==> config.mk <==
export PLATFORM = sky130hd
export DESIGN_NAME = fifo_rd_arb
export DESIGN_NICKNAME = d
export VERILOG_FILES = /design/src/rtl/fifo_rd_arb.sv
export SDC_FILE = /design/constraint.sdc
export NUM_CORES = 1
export LEC_CHECK = 0
export ABC_CLOCK_PERIOD_IN_PS = 1550
export CAP_MARGIN = 20
export CORE_UTILIZATION = 44
export CTS_BUF_LIST = sky130_fd_sc_hd__clkbuf_2
export CTS_CLUSTER_DIAMETER = 40
export DETAILED_ROUTE_END_ITERATION = 7
export PLACE_DENSITY = 0.84
export SLEW_MARGIN = 10
export SYNTH_ARGS = -nofsm -noshare
export SYNTH_HDL_FRONTEND = slang
export SYNTH_SLANG_ARGS = --single-unit
export TNS_END_PERCENT = 20
==> constraint.sdc <==
create_clock -name rclk -period 1.55 [get_ports rclk]
set_input_delay 0.3875 -clock rclk [delete_from_list [all_inputs] [get_ports rclk]]
set_output_delay 0.3875 -clock rclk [all_outputs]
set_load 0.005 [all_outputs]
==> src/rtl/fifo_rd_arb.sv <==
// Round-robin read-port arbiter for an async FIFO: grants one consumer at a time,
// pops its requested burst and delivers each word through one registered valid/ready stage.
module fifo_rd_arb #(
  parameter int DATA_WIDTH = 8,
  parameter int NUM_REQ    = 2,
  parameter int BL_W       = 3
) (
  input  logic                       rclk,
  input  logic                       rst_n,
  input  logic                       fifo_empty,
  input  logic [DATA_WIDTH-1:0]      fifo_rdata,
  output logic                       fifo_rinc,
  input  logic [NUM_REQ-1:0]         req,
  input  logic [NUM_REQ*BL_W-1:0]    burst_len,
  output logic [NUM_REQ-1:0]         grant,
  output logic                       out_valid,
  output logic [DATA_WIDTH-1:0]      out_data,
  output logic [$clog2(NUM_REQ)-1:0] out_id,
  output logic                       out_last,
  input  logic                       out_ready
);

  localparam int ID_W = $clog2(NUM_REQ);

  typedef enum logic [1:0] {
    S_IDLE,
    S_BURST,
    S_DRAIN
  } state_e;

  state_e                state_q, state_d;
  logic [NUM_REQ-1:0]    grant_q, grant_d;
  logic [ID_W-1:0]       id_q, id_d;
  logic [ID_W-1:0]       prio_ptr_q, prio_ptr_d;
  logic [BL_W-1:0]       remaining_q, remaining_d;
  logic                  out_valid_q, out_valid_d;
  logic [DATA_WIDTH-1:0] out_data_q, out_data_d;
  logic [ID_W-1:0]       out_id_q, out_id_d;
  logic                  out_last_q, out_last_d;

  logic                  found_hi;
  logic [ID_W-1:0]       sel_hi, sel_lo, sel_id;
  logic [BL_W-1:0]       sel_len;
  logic                  pop;
  logic                  handshake;

  // Round-robin pick: lowest requester at or above prio_ptr, else wrap to the lowest overall.
  always_comb begin
    found_hi = 1'b0;
    sel_hi   = '0;
    sel_lo   = '0;
    for (int i = NUM_REQ - 1; i >= 0; i--) begin
      if (req[i]) begin
        sel_lo = ID_W'(i);
        if (ID_W'(i) >= prio_ptr_q) begin
          sel_hi   = ID_W'(i);
          found_hi = 1'b1;
        end
      end
    end
    sel_id = found_hi ? sel_hi : sel_lo;

    sel_len = '0;
    for (int i = 0; i < NUM_REQ; i++) begin
      if (ID_W'(i) == sel_id) sel_len = burst_len[i*BL_W +: BL_W];
    end
  end

  assign handshake = out_valid_q && out_ready;

  always_comb begin
    // NOTE: every variable driven here gets a default first, so no path can infer a latch.
    state_d     = state_q;
    grant_d     = grant_q;
    id_d        = id_q;
    prio_ptr_d  = prio_ptr_q;
    remaining_d = remaining_q;
    out_valid_d = out_valid_q;
    out_data_d  = out_data_q;
    out_id_d    = out_id_q;
    out_last_d  = out_last_q;
    pop         = 1'b0;

    unique case (state_q)
      S_IDLE: begin
        if (|req) begin
          id_d        = sel_id;
          remaining_d = (sel_len == '0) ? BL_W'(1) : sel_len;
          for (int i = 0; i < NUM_REQ; i++) grant_d[i] = (ID_W'(i) == sel_id);
          state_d     = S_BURST;
        end
      end

      S_BURST: begin
        // The output stage may refill in the same cycle it hands a word off.
        pop = !fifo_empty && (!out_valid_q || out_ready) && (remaining_q != '0);
        if (pop) begin
          out_valid_d = 1'b1;
          out_data_d  = fifo_rdata;
          out_id_d    = id_q;
          out_last_d  = (remaining_q == BL_W'(1));
          remaining_d = remaining_q - 1'b1;
          if (remaining_q == BL_W'(1)) state_d = S_DRAIN;
        end else if (handshake) begin
          out_valid_d = 1'b0;
        end
      end

      S_DRAIN: begin
        if (handshake) begin
          out_valid_d = 1'b0;
          out_last_d  = 1'b0;
          grant_d     = '0;
          prio_ptr_d  = (id_q == ID_W'(NUM_REQ - 1)) ? '0 : id_q + 1'b1;
          state_d     = S_IDLE;
        end
      end

      default: state_d = S_IDLE;
    endcase
  end

  // NOTE: the data register is reset too, so the output word reads 0 out of reset.
  always_ff @(posedge rclk or negedge rst_n) begin
    if (!rst_n) begin
      state_q     <= S_IDLE;
      grant_q     <= '0;
      id_q        <= '0;
      prio_ptr_q  <= '0;
      remaining_q <= '0;
      out_valid_q <= 1'b0;
      out_data_q  <= '0;
      out_id_q    <= '0;
      out_last_q  <= 1'b0;
    end else begin
      // NOTE: non-blocking updates keep every register sampling pre-edge values.
      state_q     <= state_d;
      grant_q     <= grant_d;
      id_q        <= id_d;
      prio_ptr_q  <= prio_ptr_d;
      remaining_q <= remaining_d;
      out_valid_q <= out_valid_d;
      out_data_q  <= out_data_d;
      out_id_q    <= out_id_d;
      out_last_q  <= out_last_d;
    end
  end

  assign fifo_rinc = pop;
  assign grant     = grant_q;
  assign out_valid = out_valid_q;
  assign out_data  = out_data_q;
  assign out_id    = out_id_q;
  assign out_last  = out_last_q;

endmodule

==> impl_metrics.ini, run 1 <==
[outcome]
status = finished, violations left
violations = negative setup slack

[clock_tree]
cts_made_buffers = 3
clkSinkCount = 20
cts_htree_levels = 1
cts_max_path_buffers = 2
root_buffer = clkbuf_2
cts_tree = built
clk_latency_ns = 0.33
path_clk_slew_ns = 0.20

[route]
firstDrtPassIters = 4
vias = 1090
drc = 0
drtIter0Drc = 25
wl_mm = 3.126
drt-wirelength-per-cell_um = 15.25
viasPerCell = 5.317
antenna_left = 0

[setup_path]
r2r_cells = 6
crit_fanout = 2
max_stage_delay_ns = 0.43
setup.worst_path.start = remaining_q[0]
cp-start-kind = flip-flop
reg2reg_to = state_q[0]
slowest_stage = dfrtp_1
end_kind = primary output
reg2reg_slack_ns = -0.02
r2r-start = remaining_q[0]
required_ns = 1.16
cp.arrival_ns = 1.26
cp-endpoint = fifo_rinc
critical_path.most_common_cell = inv_2
crit_type = reg2out
path_cells = inv_2, ha_4, nand2b_4, nand4_4, inv_2, buf_6

[synthesis]
ys_seq_elements = 20
synthCells = 111
ys_seq_area_share_pct = 42.78
yosys_warnings = 0
syn_nets = 137
postSynthAreaPerCell_um2 = 10.54
syn_area_um2 = 1170
synth_cell_type_count = 34

[die]
die_h_um = 53.57
start_util_pct = 46.80
dieArea_um2 = 2869
rows = 18
fp.dieW_um = 53.57
core_area_um2 = 2500
io_pins = 34

[layout]
area_growth_syn_to_layout_pct = 60.96
final_cells = 205
drive_gt1_share_pct = 38.29
fin_nets = 202
num_antenna_cells = 0
mostFrequentLayoutCells = buf_4 (29), dfrtp_1 (19), clkdlybuf4s50_1 (17)
layout_commonest_cell = buf_4

[timing]
hold_viol_final = 0
max_freq_mhz = 606.3
fin_crit_sh_pct = 106.4
relSlewSlack_pct = 82.05
rsz0062_at_grt = true
tightestPinTransition_ns = 0.2693
setup_viol = 3
layout_setup_ws_ns = -0.09943
fin_skew_ns = 0.01629
drv_slew = 0
fin_crit_ns = 1.649

[power]
p_comb_share_pct = 65.4
pwr-share-clk_pct = 6.7
power_mw = 3.310
power.density_nw_per_um2 = 1758
switchingPower_mw = 1.208
seq_power_share_pct = 27.9
p_int_mw = 2.102
p_leak_nw = 0.9588
p_sw_share_pct = 36.49
max-vdd-ir-drop_v = 0.001378

[grt]
grt_pass1_vias = 1050
grt_max_degree = 21
grt_antenna_before_repair = 0
grtUsageTotal_pct = 23.43
grt_pass1_wl_mm = 4.712
overflow = 0

[placed_design]
hpwlAfterDp_mm = 2.118
io_buffers = 33
placed_cells = 193
gp_congestion = 0.8508

[run]
maxCapViolations = 0

[hold_path]
min_path_type = in2async
[synthesized netlist by cell type]
cell | count | share of area [%]
mux2_2 | 10 | 9.6
nor2_1 | 6 | 1.9
dfrtp_1 | 20 | 43
mux2i_1 | 4 | 3.4
a21o_1 | 1 | 0.64
a31oi_1 | 2 | 1.1
nand3b_1 | 2 | 1.3
and4_1 | 1 | 0.75
buf_2 | 1 | 0.43
clkbuf_1 | 2 | 0.64
inv_1 | 8 | 2.6
nand2b_2 | 2 | 1.5
o21ai_0 | 6 | 2.6
nand2b_1 | 2 | 1.1
a31o_2 | 1 | 0.75
nor2b_1 | 2 | 1.1
nand4_4 | 1 | 1.8
or3b_4 | 1 | 0.96
a21oi_1 | 5 | 2.1
o211ai_1 | 2 | 1.3
o21ai_1 | 1 | 0.43
a21boi_0 | 1 | 0.64
nor3b_4 | 1 | 1.6
ha_1 | 6 | 6.4
nand2_1 | 11 | 3.5
buf_6 | 2 | 1.9
o2bb2ai_1 | 2 | 1.5
and3_1 | 1 | 0.54
a32o_1 | 2 | 1.7
o21bai_1 | 1 | 0.64
a211oi_2 | 1 | 1.1
nand3_1 | 1 | 0.43
a211o_1 | 1 | 0.75
nand4_1 | 1 | 0.54
[layout make-up]
| class | count | area (um2) |
|---|---|---|
| timing repair buffer | 65 | 610.6 |
| sequential | 20 | 501.7 |
| clock buffer | 3 | 15.01 |
| clock inverter | 1 | 3.754 |
| inverter | 8 | 30.03 |
| tap | 30 | 37.54 |
| fill | 178 | 616.8 |
| multi-input combinational | 78 | 684.4 |
[through the flow]
| step | utilization [%] | setup TNS [ns] | hold slack (ns) | instance area, um2 | setup WS [ns] |
|---|---|---|---|---|---|
| after floorplan | - | 0 | 0.09191 | 1170 | 0.05787 |
| after global placement | 67.32 | -5.455 | 0.4840 | 1683 | -0.5636 |
| after detailed placement | 67.32 | -5.949 | 0.4932 | 1683 | -0.5859 |
| after CTS | 71.27 | -0.9948 | 0.3604 | 1782 | -0.1519 |
| after global routing | 75.33 | -0.3847 | 0.3603 | 1883 | -0.1807 |
| final | 75.33 | -0.1308 | 0.3606 | 1883 | -0.09943 |
[how the worst min path moves through the flow]
| stage | slack [ns] | to | depth (start not counted) | startpoint |
|---|---|---|---|---|
| after global placement | 0.48 | prio_ptr_q | 2 | prio_ptr_q |
| after global routing | 0.36 | grant[0] | 2 | rst_n |
| final | 0.36 | grant[0] | 2 | rst_n |
| after CTS | 0.36 | grant[0] | 2 | rst_n |
| after floorplan | 0.09 | grant[0] | 0 | rst_n |
| after detailed placement | 0.49 | out_data[4] | 1 | out_data[4] |
[critical path: cells and delay by family, from the launching register on]
family	cells	cell delay, ns
simple gates	2	0.14
fa+ha+maj	1	0.16
flops	1	0.43
buf+inv	3	0.22
[power by group through the flow]
stage | clock network (mW) | registers [mW] | logic (mW)
floorplan | 0 | 0.938 | 0.911
global placement | 0 | 0.909 | 1.76
detailed placement | 0 | 0.922 | 1.81
CTS | 0.233 | 0.912 | 2.02
global route | 0.252 | 0.950 | 2.33
finish | 0.222 | 0.923 | 2.16
[flip-flops by register name, indices dropped and copies added, names as in the netlist]
name	cells
out_valid	1
out_last	1
grant	2
out_id	1
state_q	2
out_data	8
remaining_q	3
prio_ptr_q	1
id_q	1
[routing by layer]
layer,share of wire [%],vias to the layer above,routed length [um],global-route usage (%)
met3,5.5,5,173,3.107
met1,41,520,1284,29.84
met4,1.4,0,44,9.211
met5,0,-,0,0
met2,52,41,1623,40.00
li1,-,524,-,-
[cells by family (layout without fill, tap and decap cells)]
group           after synthesis  after routing  synth area share [%]
buf+inv                      13             77                 5.561
simple gates                 32             32                 17.01
compound gates               26             26                 15.19
fa+ha+maj                     6              6                 6.417
mux                          14             14                 13.05
flops                        20             20                 42.78
[what timing repair did]
action / 4_1_cts / 5_1_grt
gates resized for setup: 21 / 27
buffers inserted: 5 / 4
hold buffers: 0 / 0
pin swaps: 2 / 4
endpoints found under the setup margin: 20 / 19
No activity file was read; power rests on OpenSTA's default activity.
==> inputs of run 2 (changes only) <==
--- a/config.mk
+++ b/config.mk
@@ -7,7 +7,9 @@
 export LEC_CHECK = 0
 export ABC_CLOCK_PERIOD_IN_PS = 1550
 export CAP_MARGIN = 20
-export CORE_UTILIZATION = 44
+export CELL_PAD_IN_SITES_DETAIL_PLACEMENT = 1
+export CELL_PAD_IN_SITES_GLOBAL_PLACEMENT = 2
+export CORE_UTILIZATION = 27
 export CTS_BUF_LIST = sky130_fd_sc_hd__clkbuf_2
 export CTS_CLUSTER_DIAMETER = 40
 export DETAILED_ROUTE_END_ITERATION = 7
==> run 2 against run 1 <==
The run still ends with negative setup slack left; global-route usage shrank 6.1 points; largest power group unchanged; critical endpoint unchanged; sequential power grew 0.8%; final area shrank 3.4%.
==> impl_metrics.ini, run 2 (synthesized netlist as in run 1, its figures left out) <==
[power]
power.density_nw_per_um2 = 1747
pwr-share-clk_pct = 6.5
power_mw = 3.177
p_comb_share_pct = 64.2
p_leak_nw = 0.8296
p_sw_share_pct = 38.09
switchingPower_mw = 1.210
seq_power_share_pct = 29.3
p_int_mw = 1.967
max-vdd-ir-drop_v = 0.0006070

[grt]
grtUsageTotal_pct = 17.31
grt_pass1_wl_mm = 5.740
grt_pass1_vias = 1250
overflow = 0
grt_antenna_before_repair = 0
grt_max_degree = 21

[timing]
hold_viol_final = 0
fin_crit_sh_pct = 107.6
setup_viol = 3
layout_setup_ws_ns = -0.1182
whs_ns = 0.3805
tightestPinTransition_ns = 0.2607
drv_slew = 0
max_freq_mhz = 599.5
relSlewSlack_pct = 82.57
fin_crit_ns = 1.668
fin_skew_ns = 0.02008
rsz0062_at_grt = true

[die]
io_pins = 34
rows = 23
die_h_um = 67.83
dieArea_um2 = 4600
fp.dieW_um = 67.83
start_util_pct = 28.63
core_area_um2 = 4086

[clock_tree]
path_clk_slew_ns = 0.20
clk_latency_ns = 0.31
cts_htree_levels = 1
hold_buffers = 0
root_buffer = clkbuf_2
cts_tree = built
cts_max_path_buffers = 2
clkSinkCount = 20
cts_made_buffers = 3

[layout]
drive_gt1_share_pct = 39.64
final_area_um2 = 1819
mostFrequentLayoutCells = buf_4 (26), dfrtp_1 (19), clkdlybuf4s50_1 (18)
largest_reg_flops = 8
area_growth_syn_to_layout_pct = 55.51
layout_commonest_cell = buf_4
num_antenna_cells = 0
final_cells = 219
fin_nets = 197

[route]
wl_mm = 3.516
firstDrtPassIters = 4
viasPerCell = 4.945
antenna_left = 0
drt-wirelength-per-cell_um = 16.05
drc = 0
vias = 1083
drtIter0Drc = 45

[placed_design]
gp_congestion = 0.8577
dpl_cell_area_um2 = 1715
hpwlAfterDp_mm = 2.807
io_buffers = 33
placed_cells = 214

[setup_path]
end_kind = primary output
required_ns = 1.16
cp-start-kind = input pin
crit_fanout = 4
cp.arrival_ns = 1.28
crit_type = in2out

[run]
maxCapViolations = 0

[hold_path]
min_path_type = in2async

[outcome]
status = finished, violations left
violations = negative setup slack
run 2: layer usage:
metal | GRT usage, % | up-vias | share of wire, %
met3 | 3.333 | 6 | 4.0
li1 | - | 509 | -
met5 | 0 | - | 0
met4 | 7.031 | 0 | 1.7
met2 | 32.55 | 29 | 55
met1 | 18.74 | 539 | 39
run 2: layout make-up:
cell class / count / area, um2
multi-input cells: 78 / 689.4
repair buffers: 60 / 520.5
inverters: 8 / 30.03
clock buffers: 3 / 15.01
flip-flops and latches: 20 / 501.7
fillers: 488 / 2267
well taps: 50 / 62.56
run 2: through the flow:
step / setup slack, ns / setup TNS, ns / util (%)
finish: -0.1182 / -0.1520 / 44.52
global route: -0.1612 / -0.4094 / 44.52
CTS: -0.1332 / -0.2446 / 43.45
detailed placement: -0.5282 / -5.804 / 41.98
global placement: -0.5139 / -4.916 / 41.98
floorplan: 0.05787 / 0 / -
run 2: path summary, 6_finish.rpt:
kind                       startpoint              to  slack [ns]  cells past startpoint
setup / recovery           fifo_empty       fifo_rinc       -0.12                      5
min in group rclk                id_q      prio_ptr_q        0.53                      1
hold / removal                  rst_n     out_data[2]        0.38                      2
max in group asynchronous       rst_n      state_q[0]        0.92                      2
hold reg to reg                  id_q      prio_ptr_q        0.53                      1
setup reg to reg           state_q[1]  remaining_q[0]       -0.03                      8
run 2: power by group through the flow:
stage	registers [mW]	logic, mW	clock network, mW
global placement	0.908	1.81	0
floorplan	0.938	0.911	0
CTS	0.921	1.95	0.218
global route	0.959	2.24	0.247
detailed placement	0.938	1.89	0
finish	0.930	2.04	0.207
run 2: repair_timing:
item,in CTS,in global routing
resized for setup,30,18
buffers inserted,3,0
setup endpoints to repair,26,10
pin swaps,4,9
run 2: critical path, stage by stage:
cell,delay (ns)
clkdlybuf4s50_1,0.41
inv_1,0.20
nand4_4,0.13
inv_2,0.07
buf_6,0.08
